**src/rtl/link_status_monitor.sv**
```systemverilog
// link_status_monitor: per-channel link FSMs, blink-coded LEDs, drop counters, pb debounce.
// Define LSM_DROP_IRQ_EN to add the sticky drop_irq output.
module link_status_monitor #(
  parameter int NUM_CH       = 2,
  parameter int NUM_LANES    = 4,
  parameter int SYNC_STAGES  = 2,
  parameter int DEBOUNCE_CYC = 1_000_000,
  parameter int SLOW_HALF    = 50_000_000,
  parameter int FAST_HALF    = 12_500_000,
  parameter int DROP_W       = 16
) (
  input  logic                          clk,
  input  logic                          rst,
  input  logic [NUM_CH-1:0]             channel_up,
  input  logic [NUM_CH*NUM_LANES-1:0]   lane_up,
  input  logic [NUM_CH-1:0]             pll_lock,
  input  logic                          calib_done,
  input  logic                          pb_raw,
  output logic [NUM_CH-1:0]             led_link,
  output logic [NUM_CH-1:0]             led_lanes,
  output logic [NUM_CH-1:0]             led_pll,
  output logic                          led_calib,
  output logic [NUM_CH*DROP_W-1:0]      drop_cnt,
  output logic                          pb_pulse
`ifdef LSM_DROP_IRQ_EN
  ,
  output logic                          drop_irq
`endif
);

  localparam int LW = NUM_CH * NUM_LANES;
  localparam int IW = LW + 2 * NUM_CH + 2;
  localparam int SW = $clog2(SLOW_HALF + 1);
  localparam int FW = $clog2(FAST_HALF + 1);
  localparam int DW = $clog2(DEBOUNCE_CYC + 1);

  typedef enum logic [1:0] {
    DOWN,
    TRAIN,
    UP,
    LOST
  } state_t;

  logic [IW-1:0]     sync_q [SYNC_STAGES];
  logic [IW-1:0]     in_s;
  logic [LW-1:0]     lane_s;
  logic [NUM_CH-1:0] cu_s;
  logic [NUM_CH-1:0] pll_s;
  logic              calib_s;
  logic              pb_s;

  always_ff @(posedge clk or posedge rst) begin
    if (rst) begin
      for (int i = 0; i < SYNC_STAGES; i++) sync_q[i] <= '0;
    end else begin
      sync_q[0] <= {pb_raw, calib_done, pll_lock, channel_up, lane_up};
      for (int i = 1; i < SYNC_STAGES; i++) sync_q[i] <= sync_q[i-1];
    end
  end

  assign in_s    = sync_q[SYNC_STAGES-1];
  assign lane_s  = in_s[LW-1:0];
  assign cu_s    = in_s[LW +: NUM_CH];
  assign pll_s   = in_s[LW+NUM_CH +: NUM_CH];
  assign calib_s = in_s[IW-2];
  assign pb_s    = in_s[IW-1];

  // Free-running blink phases
  logic [SW-1:0] slow_cnt;
  logic [FW-1:0] fast_cnt;
  logic          slow_ph;
  logic          fast_ph;

  always_ff @(posedge clk or posedge rst) begin
    if (rst) begin
      slow_cnt <= '0;
      fast_cnt <= '0;
      slow_ph  <= 1'b0;
      fast_ph  <= 1'b0;
    end else begin
      if (slow_cnt == SW'(SLOW_HALF - 1)) begin
        slow_cnt <= '0;
        slow_ph  <= ~slow_ph;
      end else begin
        slow_cnt <= slow_cnt + 1'b1;
      end
      if (fast_cnt == FW'(FAST_HALF - 1)) begin
        fast_cnt <= '0;
        fast_ph  <= ~fast_ph;
      end else begin
        fast_cnt <= fast_cnt + 1'b1;
      end
    end
  end

  // Debounce: level flips only after DEBOUNCE_CYC consecutive differing samples
  logic          db;
  logic [DW-1:0] db_cnt;

  always_ff @(posedge clk or posedge rst) begin
    if (rst) begin
      db       <= 1'b0;
      db_cnt   <= '0;
      pb_pulse <= 1'b0;
    end else begin
      pb_pulse <= 1'b0;
      if (pb_s == db) begin
        db_cnt <= '0;
      end else if (db_cnt == DW'(DEBOUNCE_CYC - 1)) begin
        db       <= pb_s;
        db_cnt   <= '0;
        pb_pulse <= pb_s;
      end else begin
        db_cnt <= db_cnt + 1'b1;
      end
    end
  end

  state_t            state    [NUM_CH];
  state_t            state_nx [NUM_CH];
  logic [NUM_CH-1:0] drop;

  always_comb begin
    drop = '0;
    for (int c = 0; c < NUM_CH; c++) begin
      state_nx[c] = state[c];
      unique case (state[c])
        DOWN: begin
          if (cu_s[c]) state_nx[c] = UP;
          else if (pll_s[c]) state_nx[c] = TRAIN;
        end
        TRAIN: begin
          if (cu_s[c]) state_nx[c] = UP;
          else if (!pll_s[c]) state_nx[c] = DOWN;
        end
        UP: begin
          if (!cu_s[c]) begin
            state_nx[c] = LOST;
            drop[c]     = 1'b1;
          end
        end
        LOST: begin
          if (cu_s[c]) state_nx[c] = UP;
          else if (pb_pulse) state_nx[c] = DOWN;
        end
        default: state_nx[c] = DOWN;
      endcase
    end
  end

  logic [DROP_W-1:0] cnt [NUM_CH];

  always_ff @(posedge clk or posedge rst) begin
    if (rst) begin
      for (int c = 0; c < NUM_CH; c++) begin
        state[c] <= DOWN;
        cnt[c]   <= '0;
      end
    end else begin
      for (int c = 0; c < NUM_CH; c++) begin
        state[c] <= state_nx[c];
        // A drop coinciding with the clear leaves a count of one
        if (pb_pulse) cnt[c] <= drop[c] ? DROP_W'(1) : '0;
        else if (drop[c] && cnt[c] != '1) cnt[c] <= cnt[c] + 1'b1;
      end
    end
  end

  logic [NUM_CH-1:0] lanes_ok;
  logic [NUM_CH-1:0] lanes_d;
  logic [NUM_CH-1:0] pll_d;

  always_comb begin
    lanes_ok = '0;
    for (int c = 0; c < NUM_CH; c++)
      lanes_ok[c] = &lane_s[c*NUM_LANES +: NUM_LANES];
  end

  // Extra stage keeps lane/pll LEDs aligned with the link LED
  always_ff @(posedge clk or posedge rst) begin
    if (rst) begin
      lanes_d   <= '0;
      pll_d     <= '0;
      led_lanes <= '0;
      led_pll   <= '0;
      led_calib <= 1'b0;
      led_link  <= '0;
      drop_cnt  <= '0;
    end else begin
      lanes_d   <= lanes_ok;
      pll_d     <= pll_s;
      led_lanes <= lanes_d;
      led_pll   <= pll_d;
      led_calib <= calib_s;
      for (int c = 0; c < NUM_CH; c++) begin
        unique case (state[c])
          TRAIN:   led_link[c] <= slow_ph;
          UP:      led_link[c] <= 1'b1;
          LOST:    led_link[c] <= fast_ph;
          default: led_link[c] <= 1'b0;
        endcase
        drop_cnt[c*DROP_W +: DROP_W] <= cnt[c];
      end
    end
  end

`ifdef LSM_DROP_IRQ_EN
  always_ff @(posedge clk or posedge rst) begin
    if (rst) drop_irq <= 1'b0;
    else if (|drop) drop_irq <= 1'b1;
    else if (pb_pulse) drop_irq <= 1'b0;
  end
`endif

endmodule

```
**config.mk**
```make
export PLATFORM = sky130hd
export DESIGN_NAME = link_status_monitor
export DESIGN_NICKNAME = d
export VERILOG_FILES = /design/src/rtl/link_status_monitor.sv
export SDC_FILE = /design/constraint.sdc
export NUM_CORES = 1
export LEC_CHECK = 0
export ABC_CLOCK_PERIOD_IN_PS = 17300
export CAP_MARGIN = 20
export CORE_MARGIN = 4
export CORE_UTILIZATION = 28
export CTS_BUF_LIST = sky130_fd_sc_hd__clkbuf_2
export CTS_CLUSTER_SIZE = 12
export DETAILED_ROUTE_END_ITERATION = 7
export SYNTH_ARGS = -nofsm -noshare
export SYNTH_HDL_FRONTEND = slang
export SYNTH_SLANG_ARGS = --single-unit
```
**constraint.sdc**
```tcl
create_clock -name clk -period 17.3 [get_ports clk]
set_input_delay 3.46 -clock clk [delete_from_list [all_inputs] [get_ports clk]]
set_output_delay 3.46 -clock clk [all_outputs]
set_load 0.005 [all_outputs]
```
==> key figures, run 1 <==
Outcome
  • Status: completed

Worst setup path
  • CP top delay family: buffers and inverters
  • CP required: 13840 ps
  • Buffers and inverters on the worst path: 1
  • CP max stage delay: 500 ps
  • R2r worst-path depth: 5
  • Critical path arrival: 1680 ps
  • Crit path capture type: output pin
  • Slowest CP cell: clkdlybuf4s50_1
  • Crit Path Class: reg2out
  • RR Startpoint: fast_cnt[0]$_DFF_PP0_
  • Reg2reg end: fast_ph$_DFFE_PP0N_
  • Startpoint Class: register
  • Cell Chain, Critical Path: clkdlybuf4s50_1
  • Setup slack, reg-to-reg: 15060 ps
  • Critical Path Fanout Max: 1

CTS
  • Post-CTS Setup Inserts: 0
  • Clk_lat worst skew: 750 ps
  • Clock root cell: clkbuf_2
  • Clock sink count: 181
  • CTS Buffer Depth: 2
  • # H-tree levels: 4
  • Post-cts sizing count: 0
  • TritonCTS clock tree: done
  • Hold Buf Count CTS: 0
  • Worst-path clk slew: 280 ps
  • Number of buffers created by CTS: 17

Hold path
  • Hold Path Sink: in_s[4]$_DFF_PP0_
  • Worst hold path cell count: 0
  • Tightest Hold Check Type: reg2reg
  • Hold Crit Start: sync_q[18]$_DFF_PP0_

Power and ir drop
  • Total leakage power: 3.457 nW
  • Psw: 0.2034 mW
  • Switching Fraction: 26.89%
  • Pwr dens: 87.76 mW/mm^2
  • Final Power: 0.7565 mW
  • Combinational Power Share: 7.9%
  • VDD IR max: 51.31 uV
  • Cell-internal power: 0.5531 mW
  • Clk pwr share: 29.7%
  • Share of power burned in registers: 62.4%

Layout
  • Fill count: 2650
  • Multi-input logic area: 0.002741 mm^2
  • FF+latch area: 0.004529 mm^2
  • Layout cell share with drive strength beyond 1: 8.508%
  • NumNets Final: 726
  • Area growth syn-to-layout: 16.74%
  • Post-route cell area: 0.008620 mm^2

Floorplan
  • Core area: 0.02598 mm^2
  • IO Count: 56
  • Rows: 59
  • Die Width: 170.4 um
  • Die area: 0.02903 mm^2
  • Initial Util: 28.41%
  • DIE HEIGHT: 170.4 um

Synthesis
  • Syn Inst Count: 641
  • YS warnings: 0
  • Async S/R FF share, synth: 100.0%
  • Synth Register Bits: 181
  • Syn Std Cell Area: 0.007383 mm^2
  • Most frequent cell after synthesis: dfrtp_1
  • Synth top area share: 61.35%
  • Commonest cells in the netlist: 181 x dfrtp_1, 50 x a21oi_1, 41 x nor2_1
  • Synth unique cells: 53
  • Top post-synthesis cells by area: dfrtp_1 61%, a21oi_1 3.4%, xnor2_1 3.2%
  • Synth Flop Type: dfrtp_1
  • Synth area leader: dfrtp_1
  • Synthesized area per cell: 11.52 um^2
  • Register area share after synthesis: 61.35%
  • Post-synth EDFFs: 0
  • Syn_nets: 662

Global routing
  • Initial antenna violation count: 1
  • Vias in the first global route: 4834
  • Remaining global-route overflow: 0
  • Largest net degree at the start of global routing: 100
  • First-pass GRT wire length: 23380 um
  • Total GRT Usage: 9.740%

Routing
  • Vias per inst: 4.882
  • Final WL: 13890 um
  • Avg WL per Cell: 13.16 um
  • Drt drc: 0
  • Starting DRT DRC Count: 347
  • Routed Antenna Nets: 0
  • First-pass DRT Iterations: 4
  • Via Count: 5151

Placement
  • Setup slack at placement: 11710 ps
  • Routability cong.: 0.7452
  • Dpl hpwl: 9201 um
  • Port bufs: 55
  • Cell area after placement: 0.008334 mm^2

Timing
  • Final worst slack: 12160 ps
  • Slew Viols, Final: 0
  • RSZ-0062 raised after global routing: false
  • Worst slew pin tran: 882.1 ps
  • Final Cycle Share: 29.73%
  • Final Skew: 32.45 ps
  • Fmax: 0.1944 GHz
  • Tmin final: 5144 ps
  • Hold slack: 379.2 ps
  • TNS Setup: 0 ps
  • Slew headroom: 40.75%
  • Endpoints failing hold: 0
  • # setup viols final: 0

Job
  • Max Cap Violations: 0
## power groups by stage
| stage | combinational (mW) | sequential, mW | clock [mW] |
|---|---|---|---|
| after floorplan | 0.0271 | 0.474 | 0 |
| after global placement | 0.0595 | 0.479 | 0 |
| after detailed placement | 0.0606 | 0.480 | 0 |
| after CTS | 0.0609 | 0.473 | 0.234 |
| after global routing | 0.0688 | 0.477 | 0.254 |
| final | 0.0599 | 0.472 | 0.224 |
## flip-flops by register name, indices dropped and copies added, names as in the netlist, named ones only
name       count
cnt           32
drop_cnt      32
slow_cnt      26
fast_cnt      24
db_cnt        20
in_s          14
sync_q        14
state          3
lanes_d        2
led_lanes      2
led_link       2
led_pll        2
pll_d          2
db             1
fast_ph        1
led_calib      1
pb_pulse       1
slow_ph        1
## how the worst max path moves through the flow
stage / startpoint / endpoint / slack (ps) / cells past startpoint
2_1_floorplan: rst / async pin / 8920 / 1
3_3_place_gp: rst / cnt[8]$_DFFE_PP0P_ / 11710 / 3
3_5_place_dp: rst / led_calib$_DFF_PP0_ / 11710 / 3
4_1_cts: led_link[1]$_DFF_PP0_ / led_link[1] / 12070 / 1
5_1_grt: pb_pulse$_DFF_PP0_ / pb_pulse / 12010 / 1
6_report: led_link[1]$_DFF_PP0_ / led_link[1] / 12160 / 1
## cells by family (layout without fill, tap and decap cells)
group / Yosys count / in the layout / synth area share (%)
AND/OR/NAND/NOR: 264 / 264 / 21.01
XOR/XNOR: 43 / 43 / 5.101
flip-flops: 181 / 181 / 61.35
multiplexers: 2 / 2 / 0.3050
adder cells (fa/ha/maj): 5 / 5 / 0.8473
other: 0 / 3 / 0
buffers and inverters: 29 / 105 / 1.644
AO/OA/AOI/OAI: 117 / 117 / 9.744
## layout by cell type, fill, tap and decap left out, drive strengths merged, types with 19 or more instances in the layout
cell type,Yosys,final
nand2,40,40
or4,23,23
nand4,32,32
a21oi,51,51
xnor2,27,27
clkdlybuf4s50,0,55
dfrtp,181,181
or3,24,24
nor2,41,41
nand3,33,33
o31ai,19,19
inv,13,21
o21ai,26,26
## per-stage QoR
stage	std cells	utilization (%)
5_1_grt	1055	33.17
6_report	1055	33.17
4_1_cts	1051	33.04
2_1_floorplan	641	-
3_3_place_gp	1020	32.07
3_5_place_dp	1020	32.07
## area by class of cell
class	count	area share (%)
Clock buffer	17	0.9871
Multi-Input combinational cell	431	31.80
Timing Repair Buffer	61	7.142
Clock inverter	14	1.916
Antenna cell	3	0.08710
Inverter	13	0.6532
Sequential cell	181	52.55
Tap cell	335	4.863
## per-layer routing
layer	up-vias	GRT usage, %	wire (um)
met2	71	14.67	6185
met4	0	3.750	228
met3	13	2.346	532
met1	2569	13.62	6942
li1	2498	-	-
met5	-	0	0
(Power assumes the default switching activity.)
==> run 2, diff against run 1 <==
ABC_CLOCK_PERIOD_IN_PS = 5150   (was 17300)
clock period = 5.15 ns   (was 17.3 ns; I/O delays follow)
==> run 2 against run 1 <==
Global-route usage increased by 0.58 points. Power rose to 3.4 times the previous value. Design area down 0.28%. Clock-buffer cell count up 3. Clock skew increased by 11 ps. Register-to-register slack got worse by 12000 ps. Largest power group unchanged. Clock power rose to 3.4 times the previous value. First-iteration DRC count is 4.6% lower. Non-clock buffer count increased by 2. Utilization down 0.091 points. Wire length rose by 2.0%. Sequential share of layout area increased by 0.15 points.
==> key figures, run 2 (same netlist as run 1, synthesis figures left out) <==
Routing
  • Routed Antenna Nets: 0 (unchanged)
  • First-pass DRT Iterations: 4 (unchanged)
  • Vias per inst: 4.883 (about the same)
  • Via Count: 5152 (+0.019%)
  • Drt drc: 0 (unchanged)
  • Final WL: 14160 um (+2.0%)
  • Avg WL per Cell: 13.42 um (+2.0%)
  • Starting DRT DRC Count: 331 (-4.6%)

Timing
  • # setup viols final: 0 (unchanged)
  • Final Cycle Share: 59.21%
  • Endpoints failing hold: 0 (unchanged)
  • Final Skew: 43.11 ps (+10.66 ps)
  • Tmin final: 3049 ps
  • RSZ-0062 raised after global routing: false
  • TNS Setup: 0 ps (unchanged)
  • Hold slack: 381.6 ps (+2.359 ps)
  • Slew headroom: 44.35% (+3.6 points)
  • Worst slew pin tran: 834.8 ps (-47.33 ps)
  • Fmax: 0.3279 GHz
  • Slew Viols, Final: 0 (unchanged)

Worst setup path
  • Slowest CP cell: clkdlybuf4s50_1
  • Critical Path Fanout Max: 40 (+39)
  • Crit Path Class: reg2out
  • Cell Chain, Critical Path: buf_4 > clkdlybuf4s50_1
  • CP required: 4120 ps (-9720 ps)
  • Buffers and inverters on the worst path: 2 (+1)
  • Startpoint Class: register
  • Critical path arrival: 2020 ps (+340 ps)
  • CP max stage delay: 590 ps (+90 ps)
  • Crit path capture type: output pin
  • CP top delay family: buffers and inverters

Layout
  • Top Registers: cnt x32, drop_cnt x32, slow_cnt x26
  • Most common cell after layout, fill and taps aside: dfrtp_1
  • Commonest cells after routing, fill and taps aside: 181 x dfrtp_1, 55 x clkdlybuf4s50_1, 50 x a21oi_1
  • Area growth syn-to-layout: 16.42%
  • NumNets Final: 728 (+0.28%)
  • Layout cell share with drive strength beyond 1: 8.623% (+0.12 points)
  • Final core occ: 33.08% (-0.091 points)

Floorplan
  • Rows: 59 (unchanged)
  • Core area: 0.02598 mm^2 (unchanged)
  • IO Count: 56 (unchanged)
  • Die area: 0.02903 mm^2 (unchanged)
  • Die Width: 170.4 um (unchanged)
  • Initial Util: 28.41% (unchanged)
  • DIE HEIGHT: 170.4 um (unchanged)

Global routing
  • Largest net degree at the start of global routing: 69 (-31%)
  • Vias in the first global route: 5007 (+3.6%)
  • First-pass GRT wire length: 24780 um (+6.0%)
  • Total GRT Usage: 10.32% (+0.58 points)
  • Remaining global-route overflow: 0 (unchanged)
  • Initial antenna violation count: 1 (unchanged)

CTS
  • Hold Buf Count CTS: 0 (unchanged)
  • Post-CTS Setup Inserts: 0 (unchanged)
  • # H-tree levels: 4 (unchanged)
  • Post-cts sizing count: 0 (unchanged)
  • TritonCTS clock tree: done
  • Number of buffers created by CTS: 17 (unchanged)
  • Clock root cell: clkbuf_2
  • Clock sink count: 181 (unchanged)
  • Worst-path clk slew: 230 ps (-50 ps)
  • Clk_lat worst skew: 710 ps (-40 ps)
  • CTS Buffer Depth: 2 (unchanged)

Outcome
  • Status: completed

Job
  • Max Cap Violations: 0 (unchanged)

Power and ir drop
  • VDD IR max: 202.6 uV (+290%)
  • Total leakage power: 3.440 nW (-0.47%)
  • Pwr dens: 295.4 mW/mm^2 (+240%)
  • Final Power: 2.539 mW (+240%)

Placement
  • Port bufs: 55 (unchanged)
  • Dpl hpwl: 9427 um (+2.5%)
  • Routability cong.: 0.7552 (+1.3%)

Hold path
  • Tightest Hold Check Type: reg2reg
-- run 2: worst reg2reg max path: stages, from the launching register on --
cell	delay (ps)
dfrtp_1	420
ha_1	210
and4_1	370
nand2_1	100
nor4_2	640
buf_4	310
nor2b_1	70
-- run 2: worst paths after layout --
path,start,slack [ps],end,cells after the start
max in group asynchronous,rst,3260,fast_cnt[1]$_DFF_PP0_,3
hold reg to reg,sync_q[19]$_DFF_PP0_,380,in_s[5]$_DFF_PP0_,0
setup reg to reg,fast_cnt[0]$_DFF_PP0_,2940,fast_cnt[1]$_DFF_PP0_,6
min in group asynchronous,rst,660,drop_cnt[24]$_DFF_PP0_,2
setup / recovery,pb_pulse$_DFF_PP0_,2100,pb_pulse,2
hold / removal,sync_q[19]$_DFF_PP0_,380,in_s[5]$_DFF_PP0_,0
-- run 2: final cells by class --
class / instances / area (um^2)
Clock inverter: 11 / 148.9
Antenna cell: 1 / 2.502
Fill cell: 2613 / 17390
Sequential cell: 181 / 4529
Timing Repair Buffer: 63 / 610.6
Tap cell: 335 / 419.2
Multi-Input combinational cell: 431 / 2733
Inverter: 13 / 52.55
Clock buffer: 20 / 100.1
-- run 2: report_power, final --
group / total [mW] / internal, mW / switching [mW]
Sequential: 1.58 / 1.51 / 0.0768
Clock: 0.753 / 0.278 / 0.475
Combinational: 0.201 / 0.111 / 0.0901
Total: 2.54 / 1.90 / 0.642
-- run 2: per-stage QoR --
stage	cell area [um^2]	instances	worst slack, ps
finish	8596	1055	2101
global route	8596	1055	1933
CTS	8593	1054	1997
detailed placement	8344	1023	2401
global placement	8344	1023	2407
floorplan	7387	641	1797
-- run 2: layer usage --
metal,GRT usage (%),share of wire (%),vias up
li1,-,-,2510
met1,14.79,50,2544
met2,15.68,45,90
met3,2.393,3.9,8
met4,2.986,0.95,0
met5,0,0,-
